[src/rtl/mem_port_arbiter_pkg.sv]
// Shared encodings for the fetch/data memory port arbiter.
// Imported by the counter, the arbiter top and the bench.
package mem_arb_pkg;

    localparam int CNT_W = 4;

    typedef enum logic [1:0] {
        IDLE  = 2'd0,
        ISSUE = 2'd1,
        WAIT  = 2'd2,
        DONE  = 2'd3
    } arb_state_e;

    typedef enum logic {
        FETCH = 1'b0,
        DATA  = 1'b1
    } owner_e;

    function automatic logic [CNT_W-1:0] lat_load(input int lat);
        return CNT_W'(lat - 1);
    endfunction

endpackage

[src/rtl/mem_port_arbiter_if.sv]
// Requester, memory and status signals of the memory port arbiter.
// slave = arbiter view, master = pipeline/memory view.
interface mem_port_arbiter_if #(
    parameter int AW = 16,
    parameter int DW = 16
);
    logic          halt;
    logic          if_req;
    logic [AW-1:0] if_addr;
    logic [DW-1:0] if_rdata;
    logic          if_done;
    logic          dm_rd;
    logic          dm_wr;
    logic [AW-1:0] dm_addr;
    logic [DW-1:0] dm_wdata;
    logic [DW-1:0] dm_rdata;
    logic          dm_done;
    logic          mem_en;
    logic          mem_wr;
    logic [AW-1:0] mem_addr;
    logic [DW-1:0] mem_wdata;
    logic [DW-1:0] mem_rdata;
    logic          stall_if;
    logic          stall_mem;
    logic          err;

    modport slave (
        input  halt, if_req, if_addr,
        input  dm_rd, dm_wr, dm_addr, dm_wdata,
        input  mem_rdata,
        output if_rdata, if_done,
        output dm_rdata, dm_done,
        output mem_en, mem_wr, mem_addr, mem_wdata,
        output stall_if, stall_mem, err
    );

    modport master (
        output halt, if_req, if_addr,
        output dm_rd, dm_wr, dm_addr, dm_wdata,
        output mem_rdata,
        input  if_rdata, if_done,
        input  dm_rdata, dm_done,
        input  mem_en, mem_wr, mem_addr, mem_wdata,
        input  stall_if, stall_mem, err
    );
endinterface

[src/rtl/mem_port_arbiter_lat_counter.sv]
// Loadable down-counter timing the memory latency wait.
module mem_lat_counter
    import mem_arb_pkg::*;
(
    input  logic             clk,
    input  logic             rst,
    input  logic             load,
    input  logic             dec,
    input  logic [CNT_W-1:0] value,
    output logic             zero,
    output logic             one
);

    logic [CNT_W-1:0] cnt_q, cnt_d;

    assign zero = (cnt_q == '0);
    assign one  = (cnt_q == CNT_W'(1));

    always_comb begin
        cnt_d = cnt_q;
        if (load) begin
            cnt_d = value;
        end else if (dec && !zero) begin
            cnt_d = cnt_q - 1'b1;
        end
    end

    always_ff @(posedge clk or negedge rst) begin
        if (!rst) begin
            cnt_q <= '0;
        end else begin
            cnt_q <= cnt_d;
        end
    end

endmodule

[src/rtl/mem_port_arbiter.sv]
// Fetch/data arbiter for the shared fixed-latency memory port.
// MEM_ARB_ALIGN_ERR_EN: flag odd addresses and force addr[0]=0.
module mem_port_arbiter
    import mem_arb_pkg::*;
#(
    parameter int MEM_LAT = 4,
    parameter int AW      = 16,
    parameter int DW      = 16
) (
    input logic               clk,
    input logic               rst,
    mem_port_arbiter_if.slave bus
);

    arb_state_e    state_q, state_d;
    owner_e        owner_q, owner_d;
    owner_e        last_q, last_d;
    logic          wr_q, wr_d;
    logic          en_q, en_d;
    logic          err_q, err_d;
    logic [AW-1:0] addr_q, addr_d;
    logic [DW-1:0] wdata_q, wdata_d;
    logic [DW-1:0] if_rdata_q, if_rdata_d;
    logic [DW-1:0] dm_rdata_q, dm_rdata_d;
    logic          cnt_load, cnt_dec;
    logic          cnt_zero, cnt_one;
    logic          dm_pend, pick_data;

    mem_lat_counter u_cnt (
        .clk   (clk),
        .rst   (rst),
        .load  (cnt_load),
        .dec   (cnt_dec),
        .value (lat_load(MEM_LAT)),
        .zero  (cnt_zero),
        .one   (cnt_one)
    );

    assign dm_pend = bus.dm_rd || bus.dm_wr;
    // Data wins unless fetch is also waiting and data had the last turn.
    assign pick_data = dm_pend &&
                       !(bus.if_req && last_q == DATA);

    always_comb begin
        state_d    = state_q;
        owner_d    = owner_q;
        last_d     = last_q;
        wr_d       = wr_q;
        en_d       = 1'b0;
        err_d      = err_q;
        addr_d     = addr_q;
        wdata_d    = wdata_q;
        if_rdata_d = if_rdata_q;
        dm_rdata_d = dm_rdata_q;
        cnt_load   = 1'b0;
        cnt_dec    = 1'b0;
        unique case (state_q)
            IDLE: begin
                if (!bus.halt && (dm_pend || bus.if_req)) begin
                    state_d = ISSUE;
                    en_d    = 1'b1;
                    owner_d = pick_data ? DATA : FETCH;
                    last_d  = pick_data ? DATA : FETCH;
                    wr_d    = pick_data && bus.dm_wr;
                    addr_d  = pick_data ? bus.dm_addr : bus.if_addr;
                    if (pick_data) begin
                        wdata_d = bus.dm_wdata;
                    end
                    if (pick_data && bus.dm_rd && bus.dm_wr) begin
                        err_d = 1'b1;
                    end
`ifdef MEM_ARB_ALIGN_ERR_EN
                    if (addr_d[0]) begin
                        err_d     = 1'b1;
                        addr_d[0] = 1'b0;
                    end
`endif
                end
            end
            ISSUE: begin
                cnt_load = 1'b1;
                state_d  = (MEM_LAT == 1) ? DONE : WAIT;
            end
            WAIT: begin
                cnt_dec = 1'b1;
                if (cnt_one || cnt_zero) begin
                    state_d = DONE;
                end
            end
            DONE: begin
                state_d = IDLE;
                if (!wr_q && owner_q == DATA) begin
                    dm_rdata_d = bus.mem_rdata;
                end
                if (!wr_q && owner_q == FETCH) begin
                    if_rdata_d = bus.mem_rdata;
                end
            end
        endcase
    end

    always_ff @(posedge clk or negedge rst) begin
        if (!rst) begin
            state_q    <= IDLE;
            owner_q    <= FETCH;
            last_q     <= FETCH;
            wr_q       <= 1'b0;
            en_q       <= 1'b0;
            err_q      <= 1'b0;
            addr_q     <= '0;
            wdata_q    <= '0;
            if_rdata_q <= '0;
            dm_rdata_q <= '0;
        end else begin
            state_q    <= state_d;
            owner_q    <= owner_d;
            last_q     <= last_d;
            wr_q       <= wr_d;
            en_q       <= en_d;
            err_q      <= err_d;
            addr_q     <= addr_d;
            wdata_q    <= wdata_d;
            if_rdata_q <= if_rdata_d;
            dm_rdata_q <= dm_rdata_d;
        end
    end

    // Read data is forwarded in the DONE cycle, then held.
    assign bus.if_done  = (state_q == DONE) && (owner_q == FETCH);
    assign bus.dm_done  = (state_q == DONE) && (owner_q == DATA);
    assign bus.if_rdata = (bus.if_done && !wr_q) ? bus.mem_rdata
                                                 : if_rdata_q;
    assign bus.dm_rdata = (bus.dm_done && !wr_q) ? bus.mem_rdata
                                                 : dm_rdata_q;

    assign bus.mem_en    = en_q;
    assign bus.mem_wr    = wr_q;
    assign bus.mem_addr  = addr_q;
    assign bus.mem_wdata = wdata_q;
    assign bus.err       = err_q;

    assign bus.stall_if  = bus.if_req && !bus.if_done;
    assign bus.stall_mem = dm_pend && !bus.dm_done;

endmodule

[src/flat_wrapper.sv]
// flat-port wrapper written by rule: the top's interface ports become plain ports
module mem_port_arbiter_flat import mem_arb_pkg::*;
#(
    parameter int MEM_LAT = 4,
    parameter int AW      = 16,
    parameter int DW      = 16
)
  (clk, rst, bus_halt, bus_if_req, bus_if_addr, bus_dm_rd, bus_dm_wr, bus_dm_addr, bus_dm_wdata, bus_mem_rdata, bus_if_rdata, bus_if_done, bus_dm_rdata, bus_dm_done, bus_mem_en, bus_mem_wr, bus_mem_addr, bus_mem_wdata, bus_stall_if, bus_stall_mem, bus_err);
  mem_port_arbiter_if #(.AW(AW), .DW(DW)) bus_i ();
  input logic clk;
  input logic rst;
  input wire logic [$bits(bus_i.halt)-1:0] bus_halt;
  input wire logic [$bits(bus_i.if_req)-1:0] bus_if_req;
  input wire logic [$bits(bus_i.if_addr)-1:0] bus_if_addr;
  input wire logic [$bits(bus_i.dm_rd)-1:0] bus_dm_rd;
  input wire logic [$bits(bus_i.dm_wr)-1:0] bus_dm_wr;
  input wire logic [$bits(bus_i.dm_addr)-1:0] bus_dm_addr;
  input wire logic [$bits(bus_i.dm_wdata)-1:0] bus_dm_wdata;
  input wire logic [$bits(bus_i.mem_rdata)-1:0] bus_mem_rdata;
  output wire logic [$bits(bus_i.if_rdata)-1:0] bus_if_rdata;
  output wire logic [$bits(bus_i.if_done)-1:0] bus_if_done;
  output wire logic [$bits(bus_i.dm_rdata)-1:0] bus_dm_rdata;
  output wire logic [$bits(bus_i.dm_done)-1:0] bus_dm_done;
  output wire logic [$bits(bus_i.mem_en)-1:0] bus_mem_en;
  output wire logic [$bits(bus_i.mem_wr)-1:0] bus_mem_wr;
  output wire logic [$bits(bus_i.mem_addr)-1:0] bus_mem_addr;
  output wire logic [$bits(bus_i.mem_wdata)-1:0] bus_mem_wdata;
  output wire logic [$bits(bus_i.stall_if)-1:0] bus_stall_if;
  output wire logic [$bits(bus_i.stall_mem)-1:0] bus_stall_mem;
  output wire logic [$bits(bus_i.err)-1:0] bus_err;
  assign bus_i.halt = bus_halt;
  assign bus_i.if_req = bus_if_req;
  assign bus_i.if_addr = bus_if_addr;
  assign bus_i.dm_rd = bus_dm_rd;
  assign bus_i.dm_wr = bus_dm_wr;
  assign bus_i.dm_addr = bus_dm_addr;
  assign bus_i.dm_wdata = bus_dm_wdata;
  assign bus_i.mem_rdata = bus_mem_rdata;
  assign bus_if_rdata = bus_i.if_rdata;
  assign bus_if_done = bus_i.if_done;
  assign bus_dm_rdata = bus_i.dm_rdata;
  assign bus_dm_done = bus_i.dm_done;
  assign bus_mem_en = bus_i.mem_en;
  assign bus_mem_wr = bus_i.mem_wr;
  assign bus_mem_addr = bus_i.mem_addr;
  assign bus_mem_wdata = bus_i.mem_wdata;
  assign bus_stall_if = bus_i.stall_if;
  assign bus_stall_mem = bus_i.stall_mem;
  assign bus_err = bus_i.err;
  mem_port_arbiter #(.MEM_LAT(MEM_LAT), .AW(AW), .DW(DW)) u_core (.clk(clk), .rst(rst), .bus(bus_i));
endmodule
[config.mk]
export PLATFORM = sky130hd
export DESIGN_NAME = mem_port_arbiter_flat
export DESIGN_NICKNAME = d
export VERILOG_FILES = /design/src/rtl/mem_port_arbiter_pkg.sv /design/src/rtl/mem_port_arbiter_if.sv /design/src/rtl/mem_port_arbiter_lat_counter.sv /design/src/rtl/mem_port_arbiter.sv /design/src/flat_wrapper.sv
export SDC_FILE = /design/constraint.sdc
export NUM_CORES = 1
export LEC_CHECK = 0
export BUFFER_PORTS_ARGS = -buffer_cell sky130_fd_sc_hd__buf_2
export CAP_MARGIN = 0
export CORE_UTILIZATION = 53
export CTS_CLUSTER_DIAMETER = 120
export DETAILED_ROUTE_END_ITERATION = 8
export GPL_ROUTABILITY_DRIVEN = 1
export PLACE_DENSITY = 0.93
export SYNTH_ARGS = -nofsm -noshare
export SYNTH_HDL_FRONTEND = slang
export SYNTH_HIERARCHICAL = 1
export SYNTH_SLANG_ARGS = --single-unit
[constraint.sdc]
create_clock -name clk -period 5.3 [get_ports clk]
set_input_delay 0.53 -clock clk [delete_from_list [all_inputs] [get_ports clk]]
set_output_delay 0.53 -clock clk [all_outputs]
set_load 0.1 [all_outputs]
==> results.yml <==
setup_path:
  worstSetupStartpoint: "u_core/state_q[0]"
  reg2reg_depth: 5
  worstPathMaxFanout: 32
  worstReg2RegEnd: "u_core/bus.mem_wdata[8]"
  rrSetupSlack_ns: 3.09
  cp.required_ns: 4.77
  crit_arrival_ns: 2.31
  worst_setup_path_start_kind: "flop"
  worstSetupEndpointType: "output port"
  setup.worst_path.end: "bus_dm_rdata[4]"
  crit_type: "reg -> out"
  reg2reg_from: "u_core/state_q[0]"
global_routing:
  grt_pass1_vias: 2626
  antenna_found_initial: 0
  grt_max_degree: 75
  overflow: 0
  grt_pass1_wl_mm: 12.4
  track_usage_pct: 22.1
sta:
  timing.fmax_mhz: 352
  rsz0062_at_grt: "no"
  min_period_ns: 2.84
  slew_viol_final: 0
  setup_viol: 0
  hold_violations: 0
  relSlewSlack_pct: 38.8
  period_share_pct: 53.6
  final.setup.tns_ns: 0
  worst_pin_slew_ns: 0.918
  clock_skew_ns: 0.0119
cells_and_area:
  final_common_cell: "buf_2"
  antenna_cells: 0
  syn2layout_area_growth_pct: 27.1
  design_area_mm2: 0.00468
  nets: 483
  layout_common_cells: "140 x buf_2, 97 x mux2_2, 74 x dfrtp_1, 11 x clkbuf_8, 11 x mux2_4"
  drive_gt1_share_pct: 67.4
  fill_cells: 475
synthesis:
  synthTopCellsByArea: "dfrtp_1 50%, mux2_2 30%, mux2_4 4.5%"
  post_synth_num_cell_types: 36
  yosys.area.top_type: "dfrtp_1"
  syn_inst: 260
  yosysWarnings: 6
  synth.top_cell.area_share_pct: 50.3
  syn_area_per_cell_um2: 14.2
  ys_ff_latch: 74
  ys_seq_area_share_pct: 50.3
  synth_area_mm2: 0.00368
clocking:
  cts_max_level: 3
  clkLatencyLatePin_ns: 0.35
  clockBufferDepth: 2
  cts_tree: "done"
  cts_buffers: 9
  postCtsHoldBufs: 0
  cts_resized: 0
  clk_pin_slew_worst_paths_ns: 0.08
  cts_root_buf: "clkbuf_8"
  post_cts_buffers: 0
  cts_sinks: 74
min_path:
  hp-class: "in -> async"
flow_run:
  maxCapViolCount: 0
die:
  io_pins: 141
  die_area_mm2: 0.00728
  die_x_um: 85.4
  coreArea_mm2: 0.00676
  rows: 30
  die_h_um: 85.4
  start_util_pct: 54.5
route:
  wl_mm: 7.66
  drt-initial-drc-count: 118
  drc: 0
  via_per_inst: 5.23
  ant_nets: 0
  via_count: 2569
  wire_per_inst_um: 15.6
  drt_pre_antenna_iters: 4
place:
  placedInstanceArea_mm2: 0.00445
  routabilityCongestion: 0.777
  portBuffers: 140
  hpwl_mm: 5.47
run_status:
  outcome: "finished, final reports clean"
==> per-stage QoR <==
step | setup slack [ns] | std cells | utilization, % | hold slack, ns
floorplan | 2.22 | 262 | - | 0.234
global placement | 2.91 | 475 | 65.9 | 0.448
global route | 2.35 | 491 | 69.3 | 0.413
CTS | 2.44 | 491 | 69.3 | 0.397
detailed placement | 2.82 | 475 | 65.9 | 0.468
finish | 2.46 | 491 | 69.3 | 0.386
==> layout make-up <==
class                      count  area, um^2  area share [%]
tap                           80         100            2.14
clock inverter                 4        73.8            1.58
sequential                    74        1850            39.6
multi-input combinational    171        1750            37.4
clock buffer                  12         155            3.31
inverter                       7        26.3           0.561
timing repair buffer         143         723            15.5
==> cells by family after synthesis <==
logic type,Yosys count,share of synthesized area (%)
simple gates,28,4.86
flops,74,50.3
other cells,2,0.204
buf+inv,17,2.45
fa+ha+maj,7,2.38
mux,113,35.7
compound gates,19,4.15
==> critical path, cell delays in order (launching register included) <==
cell and delay (ns):
dfrtp_1 0.42, ha_1 0.22, and2_1 0.18, nand2b_1 0.08
buf_4 0.37, mux2_2 0.40, buf_2 0.29
==> worst min path at each step <==
stage	from	endpoint	cells past startpoint
6_report	rst	u_core/dm_rdata_q[10]	2
3_3_place_gp	u_core/bus.err	u_core/bus.err	1
5_1_grt	bus_dm_wdata[4]	u_core/bus.mem_wdata[4]	2
4_1_cts	bus_dm_wdata[14]	u_core/bus.mem_wdata[14]	2
3_5_place_dp	u_core/bus.err	u_core/bus.err	1
2_1_floorplan	rst	u_core/bus.err	0
==> per-layer routing <==
| layer | global-route usage (%) | vias to the layer above | share of wire (%) |
|---|---|---|---|
| met1 | 26.3 | 1240 | 42 |
| met2 | 39.0 | 87 | 52 |
| met5 | 0 | - | 0 |
| li1 | - | 1229 | - |
| met3 | 5.06 | 13 | 4.6 |
| met4 | 8.18 | 0 | 1.5 |
==> synthesized netlist by cell type (all sizes together) <==
| master | n |
|---|---|
| a2bb2oi | 1 |
| a31oi | 1 |
| or4b | 1 |
| clkbuf | 1 |
| o32ai | 1 |
| dfrtp | 74 |
| a21o | 1 |
| or3 | 2 |
| nor2 | 7 |
| nor3b | 2 |
| o21a | 1 |
| inv | 7 |
| mux2 | 113 |
| ha | 7 |
| or2 | 1 |
| nand2b | 3 |
| conb | 2 |
| or3b | 2 |
| o21ai | 5 |
| nand3 | 1 |
| and4b | 1 |
| and2 | 2 |
| a21oi | 3 |
| o211ai | 3 |
| nor3 | 1 |
| a31o | 1 |
| buf | 9 |
| o2bb2ai | 1 |
| nand2 | 5 |
| a21boi | 1 |
==> flip-flops by register name, indices dropped and copies added (netlist names) <==
signal                cells
u_core/bus.mem_en         1
u_core/bus.err            1
u_core/state_q            2
u_core/bus.mem_addr      16
u_core/bus.mem_wr         1
u_core/bus.mem_wdata     16
u_core/u_cnt/cnt_q        4
u_core/dm_rdata_q        16
u_core/last_q             1
u_core/if_rdata_q        16
Power is left out: the tool's default activity adds up to more than one toggle a clock period on the data nets, which glitch-free logic cannot reach.
